[src/rtl/vector_ctrl_pkg.sv]
// Shared definitions for the vector register file instruction sequencer:
// opcodes, FSM state encoding and ALU operation codes.
package vector_ctrl_pkg;

  localparam logic [2:0] OP_NOP   = 3'b000;
  localparam logic [2:0] OP_LOAD  = 3'b001;
  localparam logic [2:0] OP_STORE = 3'b010;
  localparam logic [2:0] OP_ADD   = 3'b011;
  localparam logic [2:0] OP_MUL   = 3'b100;
  localparam logic [2:0] OP_RSET  = 3'b101;

  localparam logic [1:0] ALU_ADD = 2'b00;
  localparam logic [1:0] ALU_MUL = 2'b01;

  typedef enum logic [3:0] {
    S_IDLE, S_DECODE, S_MEM_RD, S_LD_WB, S_ST_RF, S_MEM_WR,
    S_RD_OPS, S_EXEC, S_WB, S_RSET, S_DONE, S_ERR
  } state_e;

  // States that wait on an external ack and are guarded by the timer.
  function automatic logic is_wait(state_e s);
    return (s == S_MEM_RD) || (s == S_MEM_WR) || (s == S_EXEC);
  endfunction

endpackage

[src/rtl/vector_wait_timer.sv]
// Wait-state watchdog: held at zero outside wait states, counts each wait
// cycle and flags the last permitted cycle (count == TIMEOUT-1).
module vector_wait_timer #(
  parameter int TIMEOUT = 16
) (
  input  logic clk,
  input  logic reset,
  input  logic clr_i,
  input  logic en_i,
  output logic expired_o
);

  localparam int CW = $clog2(TIMEOUT + 1);

  logic [CW-1:0] cnt_q;

  assign expired_o = (cnt_q == CW'(TIMEOUT - 1));

  // Counter: clear has priority; saturate at the expiry value.
  always_ff @(posedge clk or negedge reset) begin
    if (!reset)                  cnt_q <= '0;
    else if (clr_i)              cnt_q <= '0;
    else if (en_i && !expired_o) cnt_q <= cnt_q + 1'b1;
  end

endmodule

[src/rtl/vector_controller.sv]
// Instruction sequencer for the 4 x 512-bit vector register file. Takes one
// instruction at a time, drives the register file strobes plus the memory and
// ALU handshakes, and pulses done or error at the end. All outputs are
// registered from the next state so they line up with the state they belong to.
module vector_controller
  import vector_ctrl_pkg::*;
#(
  parameter int ADDR_W  = 16,
  parameter int TIMEOUT = 16
) (
  input  logic              clk,
  input  logic              reset,
  input  logic              instr_valid,
  output logic              instr_ready,
  input  logic [2:0]        instr_op,
  input  logic [1:0]        instr_reg,
  input  logic [ADDR_W-1:0] instr_addr,
  output logic              mem_req,
  output logic              mem_we,
  output logic [ADDR_W-1:0] mem_addr,
  input  logic              mem_ack,
  output logic              alu_start,
  output logic [1:0]        alu_op,
  input  logic              alu_done,
  output logic              rf_load,
  output logic              rf_store,
  output logic              rf_write_enable,
  output logic              rf_read,
  output logic              rf_random_set,
  output logic [1:0]        rf_load_addr_reg,
  output logic [1:0]        rf_store_addr_reg,
  output logic              busy,
  output logic              done,
  output logic              error
);

  state_e     state_q, state_d;
  logic [2:0] op_q;
  logic [1:0] reg_q;
  logic       tmr_exp;
  logic       accept;

  assign accept = (state_q == S_IDLE) && instr_valid && instr_ready;

  vector_wait_timer #(.TIMEOUT(TIMEOUT)) u_timer (
    .clk       (clk),
    .reset     (reset),
    .clr_i     (!is_wait(state_q)),
    .en_i      (is_wait(state_q)),
    .expired_o (tmr_exp)
  );

  // Next-state routing; an ack in the expiry cycle takes the normal path.
  always_comb begin
    state_d = state_q;
    case (state_q)
      S_IDLE:   if (accept) state_d = S_DECODE;
      S_DECODE: begin
        case (op_q)
          OP_NOP:         state_d = S_DONE;
          OP_LOAD:        state_d = S_MEM_RD;
          OP_STORE:       state_d = S_ST_RF;
          OP_ADD, OP_MUL: state_d = S_RD_OPS;
          OP_RSET:        state_d = S_RSET;
          default:        state_d = S_ERR;
        endcase
      end
      S_MEM_RD: if (mem_ack) state_d = S_LD_WB; else if (tmr_exp) state_d = S_ERR;
      S_LD_WB:  state_d = S_DONE;
      S_ST_RF:  state_d = S_MEM_WR;
      S_MEM_WR: if (mem_ack) state_d = S_DONE; else if (tmr_exp) state_d = S_ERR;
      S_RD_OPS: state_d = S_EXEC;
      S_EXEC:   if (alu_done) state_d = S_WB; else if (tmr_exp) state_d = S_ERR;
      S_WB:     state_d = S_DONE;
      S_RSET:   state_d = S_DONE;
      S_DONE:   state_d = S_IDLE;
      S_ERR:    state_d = S_IDLE;
      default:  state_d = S_IDLE;
    endcase
  end

  // State, instruction latch and registered outputs derived from state_d.
  always_ff @(posedge clk or negedge reset) begin
    if (!reset) begin
      state_q           <= S_IDLE;
      op_q              <= OP_NOP;
      reg_q             <= '0;
      mem_addr          <= '0;
      instr_ready       <= 1'b0;
      busy              <= 1'b0;
      mem_req           <= 1'b0;
      mem_we            <= 1'b0;
      alu_start         <= 1'b0;
      alu_op            <= ALU_ADD;
      rf_load           <= 1'b0;
      rf_store          <= 1'b0;
      rf_write_enable   <= 1'b0;
      rf_read           <= 1'b0;
      rf_random_set     <= 1'b0;
      rf_load_addr_reg  <= '0;
      rf_store_addr_reg <= '0;
      done              <= 1'b0;
      error             <= 1'b0;
    end else begin
      state_q <= state_d;
      if (accept) begin
        op_q     <= instr_op;
        reg_q    <= instr_reg;
        mem_addr <= instr_addr;
      end
      instr_ready       <= (state_d == S_IDLE);
      busy              <= (state_d != S_IDLE);
      mem_req           <= (state_d == S_MEM_RD) || (state_d == S_MEM_WR);
      mem_we            <= (state_d == S_MEM_WR);
      alu_start         <= (state_d == S_EXEC) && (state_q != S_EXEC);
      alu_op            <= (state_d == S_EXEC && !op_q[0]) ? ALU_MUL : ALU_ADD;
      rf_load           <= (state_d == S_LD_WB);
      // rf_store spans MEM_WR so the register file keeps store data stable.
      rf_store          <= (state_d == S_ST_RF) || (state_d == S_MEM_WR);
      rf_write_enable   <= (state_d == S_WB);
      rf_read           <= (state_d == S_RD_OPS);
      rf_random_set     <= (state_d == S_RSET);
      rf_load_addr_reg  <= (state_d == S_LD_WB || state_d == S_WB) ? reg_q : 2'b00;
      rf_store_addr_reg <= (state_d == S_ST_RF || state_d == S_MEM_WR) ? reg_q : 2'b00;
      done              <= (state_d == S_DONE);
      error             <= (state_d == S_ERR);
    end
  end

endmodule

[config.mk]
export PLATFORM = sky130hd
export DESIGN_NAME = vector_controller
export DESIGN_NICKNAME = d
export VERILOG_FILES = /design/src/rtl/vector_ctrl_pkg.sv /design/src/rtl/vector_wait_timer.sv /design/src/rtl/vector_controller.sv
export SDC_FILE = /design/constraint.sdc
export NUM_CORES = 1
export LEC_CHECK = 0
export CORE_MARGIN = 10
export CORE_UTILIZATION = 38
export DETAILED_ROUTE_END_ITERATION = 10
export PLACE_DENSITY = 0.75
export SYNTH_ARGS = -nofsm -noshare
export SYNTH_HDL_FRONTEND = slang
export SYNTH_SLANG_ARGS = --single-unit
[constraint.sdc]
create_clock -name clk -period 5.6 [get_ports clk]
set_input_delay 1.68 -clock clk [delete_from_list [all_inputs] [get_ports clk]]
set_output_delay 1.68 -clock clk [all_outputs]
set_load 0.005 [all_outputs]
==> reports/qor.txt, run 1 <==
routability cong.: 0.746
period utilisation layout: 64.1%
# hold bufs at CTS: 0
Residual DRC: 0
num rows: 26
Syn Nets: 185
switching share of power: 31.6%
Root Driver: clkbuf_8
min-delay worst type: reg2reg
gr usage total: 10.0%
1st-iter DRT viols: 92
Rel. slew slack: 32.2%
register with the most flip-flops: mem_addr
RSZ-0062 raised after global routing: false
first-pass GRT wire length: 6860 um
startpoint types: primary input
Final Skew: 0.00737 ns
most frequent cells in the layout: 57 x clkdlybuf4s50_1, 47 x dfrtp_1, 22 x mux2_2, 13 x nor2_1, 8 x inv_1
power share of the clock group: 18.1%
status: finished, final reports clean
CP max-delay cell: nor4_2
Via density: 4.81
crit-path max FO: 22
P_leak: 1.19 nW
portion of total power attributed to sequential cells: 40.5%
max reg flops: 16
setup_tns: 0 ns
Critical Path RT: 5.84 ns
Critical Path AT: 3.83 ns
Diodes inserted: 0
post-synth cell types: 46
vias in the first global route: 1,397
FF+latch count, synth: 47
register area share after synthesis: 58.9%
# setup viols final: 0
First-pass DRT Iterations: 4
measured slew at the worst slew-check pin: 1.02 ns
pwr dens: 512 nW/um2
Post-CTS Resized: 0
Nets: 241
largest net degree at the start of global routing: 48
DIE WIDTH: 92.5 um
YS warnings: 0
clk slew on worst S/H paths: 0.09 ns
layout cells sized above 1: 19.6%
via count: 1,366
Port Buf Inserts: 58
Post-Syn Area: 2000 um2
worst flop-to-flop path startpoint: u_timer.cnt_q[0]
cts bufs inserted: 5
CORE AREA: 5110 um2
num ports: 60
Power Internal: 0.000952 W
worst hold path startpoint: reg_q[1]
# Post-CTS Setup Buffers: 0
Final Hold Fails: 0
most common cell after layout, fill and taps aside: clkdlybuf4s50_1
CTS Buffer Depth: 2
NetSw: 0.000439 W
Setup CP Type: in2reg
post-route ant nets: 0
wire per inst: 14.7 um
TritonCTS Sinks: 47
syn avg cell area: 12.7 um2
TritonCTS clock tree: yes
Largest stage delay, worst path: 0.54 ns
CP Launch Point: instr_valid
critical path cell sequence: clkdlybuf4s50_1 -> and4_1 -> nor4_2 -> inv_1 -> or3_4 -> a21boi_2
grt ovf: 0
Clock Latency Late Sink: 0.30 ns
H-tree levels: 2
Achievable Freq: 0.279 GHz
Period minus WS final: 3.59 ns
Slew Limit Fails: 0
dominant synthesized flop cell: dfrtp_1
Die H: 92.5 um
DP HPWL: 3090 um
largest registers: mem_addr: 16 flops, u_timer.cnt_q: 5 flops, state_q: 4 flops
initial antenna violation count: 0
final hold slack: 0.508 ns
ys async rst share: 100%
Initial Utilization: 39.1%
Die Area: 8560 um2
Logic pwr share: 41.4%
Gate Count Post-Synth: 157
final wirelength: 4180 um
max-cap violations: 0
Peak VDD IR: 0.271 mV
Area growth, synth to finish: 36.1%
CP endpoint kind: flip-flop
EDFF count, synth: 0
area by class of cell:
class / instances / area (um2)
Fill cell: 477 / 2390
Multi-Input combinational cell: 93 / 734
Sequential cell: 47 / 1180
Tap cell: 70 / 87.6
Clock buffer: 5 / 68.8
Clock inverter: 3 / 46.3
Timing Repair Buffer: 58 / 576
Inverter: 8 / 30.0
logic make-up (layout without fill, tap and decap cells):
| family | count (synthesis) | in the layout | share of synthesized area [%] |
|---|---|---|---|
| compound gates | 19 | 19 | 8.01 |
| xor+xnor | 3 | 3 | 1.32 |
| fa+ha+maj | 2 | 2 | 1.25 |
| buf+inv | 17 | 74 | 4.38 |
| flops | 47 | 47 | 58.9 |
| mux | 24 | 24 | 13.4 |
| other cells | 1 | 1 | 0.188 |
| simple gates | 44 | 44 | 12.6 |
power groups by stage:
| stage | Combinational (W) | Clock (W) | Sequential (W) |
|---|---|---|---|
| 2_1_floorplan | 0.000328 | 0 | 0.000550 |
| 3_3_place_gp | 0.000578 | 0 | 0.000568 |
| 3_5_place_dp | 0.000584 | 0 | 0.000573 |
| 4_1_cts | 0.000588 | 0.000262 | 0.000566 |
| 5_1_grt | 0.000638 | 0.000275 | 0.000590 |
| 6_report | 0.000576 | 0.000252 | 0.000563 |
worst paths after layout:
kind	endpoint	slack, ns	cells past startpoint
worst max-delay path	rf_load_addr_reg[1]	2.01	6
worst min-delay path	rf_store_addr_reg[1]	0.51	1
worst max register to register	rf_load_addr_reg[1]	2.91	9
worst min register to register	rf_store_addr_reg[1]	0.51	1
max in group asynchronous	u_timer.cnt_q[2]	3.44	1
min in group asynchronous	rf_store_addr_reg[1]	1.54	1
routing by layer:
layer  track usage [%]  up-vias  part of all wire, %
li1                  -      649                    -
met1              11.4      666                   42
met2              15.1       46                   45
met3              5.81        5                   12
met4              4.24        0                  1.7
met5                 0        -                    0
cell usage after synthesis, types with 3 or more instances:
master	instances	area (um2)
o211ai_1	3	22.5
nand2_1	6	22.5
nor2_1	13	48.8
nor3_1	4	20.0
mux2_2	22	248
dfrtp_1	47	1180
and2_1	3	18.8
inv_1	8	30.0
critical path, delay by kind of cell:
family | cells | cell delay, ns
AND/OR/NAND/NOR | 3 | 1.44
buffers and inverters | 2 | 0.56
AO/OA/AOI/OAI | 1 | 0.14
metrics by stage:
stage	total power, W	worst slack, ns	cell area [um2]	utilization, %	instances
floorplan	0.000878	2.56	2000	-	157
global placement	0.00115	1.77	2600	51.0	276
detailed placement	0.00116	1.68	2600	51.0	276
CTS	0.00142	1.99	2720	53.2	284
global route	0.00150	1.89	2720	53.2	284
finish	0.00139	2.01	2720	53.2	284
(Power assumes the default switching activity.)
==> inputs of run 2 (changes only) <==
==> constraint.sdc (replaced) <==
create_clock -name clk -period 3.5 [get_ports clk]
set_input_delay 1.05 -clock clk [delete_from_list [all_inputs] [get_ports clk]]
set_output_delay 1.05 -clock clk [all_outputs]
set_load 0.005 [all_outputs]
==> run 2 against run 1 <==
  * Wire length rose by 1.1%
  * Utilization fell by 0.22 points
  * Design area fell by 0.41%
  * Die area did not move
  * Clock-buffer cell count rose by 1
  * Combinational power rose by 60%
  * Hold slack barely moved
  * Register-to-register slack got worse by 2.1 ns
  * Highest routed layer unchanged
==> reports/qor.txt, run 2 (synthesis results as in run 1) <==
P_leak: 1.19 nW
first-pass GRT wire length: 7270 um
1st-iter DRT viols: 28
vias in the first global route: 1,515
CORE AREA: 5110 um2
register with the most flip-flops: mem_addr
critical path cell sequence: clkdlybuf4s50_1 -> mux2i_1 -> and4b_1 -> nor4_2 -> inv_1 -> or3_4 -> a21boi_2
via count: 1,347
TritonCTS clock tree: yes
routability cong.: 0.745
Slew Limit Fails: 0
Setup CP Type: in2reg
max-cap violations: 0
setup_tns: 0 ns
CP max-delay cell: clkdlybuf4s50_1
CP endpoint kind: flip-flop
TritonCTS Sinks: 47
Diodes inserted: 0
Root Driver: clkbuf_8
WL met3: 480 um
FF-to-FF setup slack: 0.84 ns
DR WL met2: 1930 um
First-pass DRT Iterations: 3
Die H: 92.5 um
Initial Utilization: 39.1%
Achievable Freq: 0.352 GHz
initial antenna violation count: 0
Post-CTS Resized: 0
# setup viols final: 0
most common cell after layout, fill and taps aside: clkdlybuf4s50_1
Critical Path RT: 3.74 ns
length of routed wiring on met1: 1760 um
# hold bufs at CTS: 0
DIE WIDTH: 92.5 um
largest net degree at the start of global routing: 48
wire per inst: 14.8 um
pre-CTS setup slack: 0.336 ns
num rows: 26
RSZ-0062 raised after global routing: false
max reg flops: 16
FILL cells: 471
area of the multi-input gates: 734 um2
startpoint types: primary input
hold path cells: 1
total power: 0.00217 W
Worst Slack Setup Final: 0.659 ns
Largest stage delay, worst path: 0.52 ns
Via density: 4.73
largest registers: mem_addr: 16 flops, u_timer.cnt_q: 5 flops, state_q: 4 flops
most frequent cells in the layout: 57 x clkdlybuf4s50_1, 47 x dfrtp_1, 22 x mux2_2, 13 x nor2_1, 8 x inv_1
final core occ: 53.0%
post-route ant nets: 0
Port Buf Inserts: 58
Peak VDD IR: 0.427 mV
Die Area: 8560 um2
Storage cell area: 1180 um2
CP delay by family, top: simple AND/OR/NAND/NOR gates
clk slew on worst S/H paths: 0.09 ns
period utilisation layout: 81.2%
# Post-CTS Setup Buffers: 0
worst-case reg-to-reg path depth: 9
worst path bufs/invs: 2
Area growth, synth to finish: 35.5%
grt ovf: 0
CTS Buffer Depth: 2
final hold slack: 0.508 ns
crit-path max FO: 5
min-delay worst type: reg2reg
Period minus WS final: 2.84 ns
status: finished, final reports clean
Nets: 242
DP HPWL: 3090 um
H-tree levels: 2
cts bufs inserted: 5
Final Skew: 0.0113 ns
layout cells sized above 1: 20.0%
Rel. slew slack: 32.4%
Top Layer Used: met4
num ports: 60
Critical Path AT: 3.08 ns
RR Endpoint: rf_load_addr_reg[0]
worst hold path startpoint: mem_addr[11]
WHS Endpoint: mem_addr[11]
Final Hold Fails: 0
Clock Latency Late Sink: 0.30 ns
Worst path depth: 7
worst flop-to-flop path startpoint: u_timer.cnt_q[0]
final wirelength: 4230 um
measured slew at the worst slew-check pin: 1.01 ns
pwr dens: 800 nW/um2
gr usage total: 10.5%
Residual DRC: 0
run 2: worst max path at each step:
stage / startpoint / slack, ns / endpoint
final: mem_ack / 0.66 / rf_load_addr_reg[0]
after global routing: mem_ack / 0.50 / rf_load_addr_reg[0]
after CTS: mem_ack / 0.65 / rf_load_addr_reg[0]
after detailed placement: mem_ack / 0.34 / rf_load_addr_reg[0]
after global placement: mem_ack / 0.39 / rf_load_addr_reg[1]
after floorplan: u_timer.cnt_q[0] / 1.08 / rf_load_addr_reg[0]
run 2: area by class of cell:
class,count,share of cell area (%)
inverter,8,1.11
clock inverter,2,0.508
tap,70,3.23
multi-input combinational,93,27.1
timing repair buffer,59,21.5
clock buffer,6,3.05
sequential,47,43.4
run 2: per-layer routing:
layer  vias to the layer above  global-route usage [%]
met5                         -                       0
met2                        42                    16.5
met1                       645                    11.8
li1                        652                       -
met3                         8                    5.33
met4                         0                    4.24
run 2: power breakdown:
part           total [W]  switching, W  internal (W)
clock           0.000344      0.000182      0.000162
sequential      0.000902      0.000146      0.000756
combinational   0.000921      0.000367      0.000554
total            0.00217      0.000696       0.00147
run 2: stage by stage:
| step | area [um2] | std cells |
|---|---|---|
| finish | 2710 | 285 |
| global placement | 2610 | 277 |
| global route | 2710 | 285 |
| detailed placement | 2610 | 277 |
| floorplan | 2000 | 157 |
| CTS | 2710 | 285 |
==> inputs of run 3 (changes only) <==
==> constraint.sdc (replaced) <==
create_clock -name clk -period 2.8 [get_ports clk]
set_input_delay 0.84 -clock clk [delete_from_list [all_inputs] [get_ports clk]]
set_output_delay 0.84 -clock clk [all_outputs]
set_load 0.005 [all_outputs]
==> run 3 against run 2 <==
  * Final cell count grew 2.8%
  * Utilization grew 1.2 points
  * Sequential power grew 25%
  * Clock skew shrank 0.0028 ns
  * Critical path type is now reg2reg
  * Critical path depth grew 2
  * Critical endpoint is now rf_load_addr_reg[1]
  * Sequential cell count is the same
==> reports/qor.txt, run 3 (synthesis results as in run 1) <==
largest net degree at the start of global routing: 48
cell area after layout: 2770 um2
portion of total power attributed to sequential cells: 40.5%
Logic pwr share: 44.0%
grt ovf: 0
layout cells sized above 1: 22.9%
Critical Path RT: 3.04 ns
Area growth, synth to finish: 38.5%
met3 Use GR: 5.57%
Worst Slack Setup Final: 0.320 ns
# setup viols final: 0
pwr dens: 1010 nW/um2
most common cell after layout, fill and taps aside: clkdlybuf4s50_1
dpl cell area: 2670 um2
First-pass DRT Iterations: 4
Critical Path AT: 2.72 ns
NetSw: 0.000922 W
TritonCTS Sinks: 47
Slew Limit Fails: 0
Initial Utilization: 39.1%
CP endpoint kind: flip-flop
min-delay worst type: reg2reg
wire per inst: 15.1 um
post-route ant nets: 0
GR peak layer: met2
area of the multi-input gates: 734 um2
vias in the first global route: 1,523
Period minus WS final: 2.48 ns
Post-CTS Resized: 0
# Post-CTS Setup Buffers: 0
TritonCTS clock tree: yes
Nets: 250
DIE WIDTH: 92.5 um
routing usage on met2: 19.1%
gr usage total: 11.0%
1st-iter DRT viols: 60
startpoint types: flip-flop
Root Driver: clkbuf_8
Final Skew: 0.00846 ns
routability cong.: 0.763
Via density: 4.82
crit-path max FO: 6
Storage cell area: 1180 um2
Final Hold Fails: 0
first-pass GRT wire length: 7490 um
register with the most flip-flops: mem_addr
initial antenna violation count: 0
Diodes inserted: 0
RSZ-0062 raised after global routing: false
CORE AREA: 5110 um2
period utilisation layout: 88.6%
FILL cells: 468
max-cap violations: 0
Die H: 92.5 um
final wirelength: 4430 um
cts bufs inserted: 5
Achievable Freq: 0.403 GHz
status: finished, final reports clean
switching share of power: 32.9%
via count: 1,411
# hold bufs at CTS: 0
Residual DRC: 0
pre-CTS setup slack: -0.0243 ns
Rel. slew slack: 61.6%
max reg flops: 16
P_leak: 1.22 nW
CTS Buffer Depth: 2
Power Internal: 0.00188 W
largest registers: mem_addr: 16 flops, u_timer.cnt_q: 5 flops, state_q: 4 flops
Peak VDD IR: 0.492 mV
power share of the clock group: 15.5%
met1 Usage GRT: 11.3%
Die Area: 8560 um2
Clock Latency Late Sink: 0.31 ns
Port Buf Inserts: 58
clk slew on worst S/H paths: 0.10 ns
num ports: 60
Setup CP Type: reg2reg
DP HPWL: 3360 um
measured slew at the worst slew-check pin: 0.575 ns
most frequent cells in the layout: 57 x clkdlybuf4s50_1, 47 x dfrtp_1, 22 x mux2_2, 13 x nor2_1, 9 x buf_4
H-tree levels: 2
num rows: 26
-- run 3: cell count changes in the layout (fill, tap and decap cells not counted) --
cell and change:
buf_4 +8, clkbuf_8 -1, clkinv_2 -1, clkinvlp_4 +1, inv_8 +1
-- run 3: final cells by class --
type / count / area share (%)
timing repair buffer: 67 / 23.2
clock buffer: 5 / 2.49
inverter: 8 / 1.08
tap: 70 / 3.16
sequential: 47 / 42.5
clock inverter: 3 / 0.995
multi-input combinational: 93 / 26.5
-- run 3: critical path: stages, from the launching register on --
cell and delay (ns):
dfrtp_1 0.42, ha_1 0.21, and3_1 0.18, ha_1 0.25, o21ai_0 0.17, a21boi_0 0.12
nor4_2 0.41, inv_1 0.11, or3_4 0.40, a21boi_2 0.15
-- run 3: worst paths after layout --
check,start,to,slack [ns],cells past startpoint
worst max register to register,u_timer.cnt_q[0],rf_load_addr_reg[1],0.32,9
worst max-delay path,u_timer.cnt_q[0],rf_load_addr_reg[1],0.32,9
max in group asynchronous,reset,mem_addr[9],1.81,2
worst min-delay path,mem_addr[11],mem_addr[11],0.51,1
worst min register to register,mem_addr[11],mem_addr[11],0.51,1
min in group asynchronous,reset,reg_q[0],0.61,2
-- run 3: power groups by stage --
stage | combinational [W] | sequential [W] | clock (W)
global placement | 0.00123 | 0.00113 | 0
finish | 0.00123 | 0.00113 | 0.000435
floorplan | 0.000655 | 0.00110 | 0
detailed placement | 0.00125 | 0.00115 | 0
CTS | 0.00126 | 0.00114 | 0.000452
global route | 0.00137 | 0.00119 | 0.000478
-- run 3: layer usage --
metal | part of all wire (%) | vias up
li1 | - | 669
met4 | 1.2 | 0
met3 | 9.6 | 5
met1 | 41 | 688
met2 | 49 | 49
met5 | 0 | -
-- run 3: stage by stage --
step                total power (W)  std cells  setup TNS (ns)  hold WS, ns  util [%]
finish                      0.00280        293               0        0.511      54.2
global route                0.00303        293               0        0.539      54.2
CTS                         0.00285        293               0        0.516      54.2
detailed placement          0.00240        285         -0.0479        0.494      52.3
global placement            0.00236        285        -0.00124        0.488      52.3
floorplan                   0.00176        157               0        0.465         -
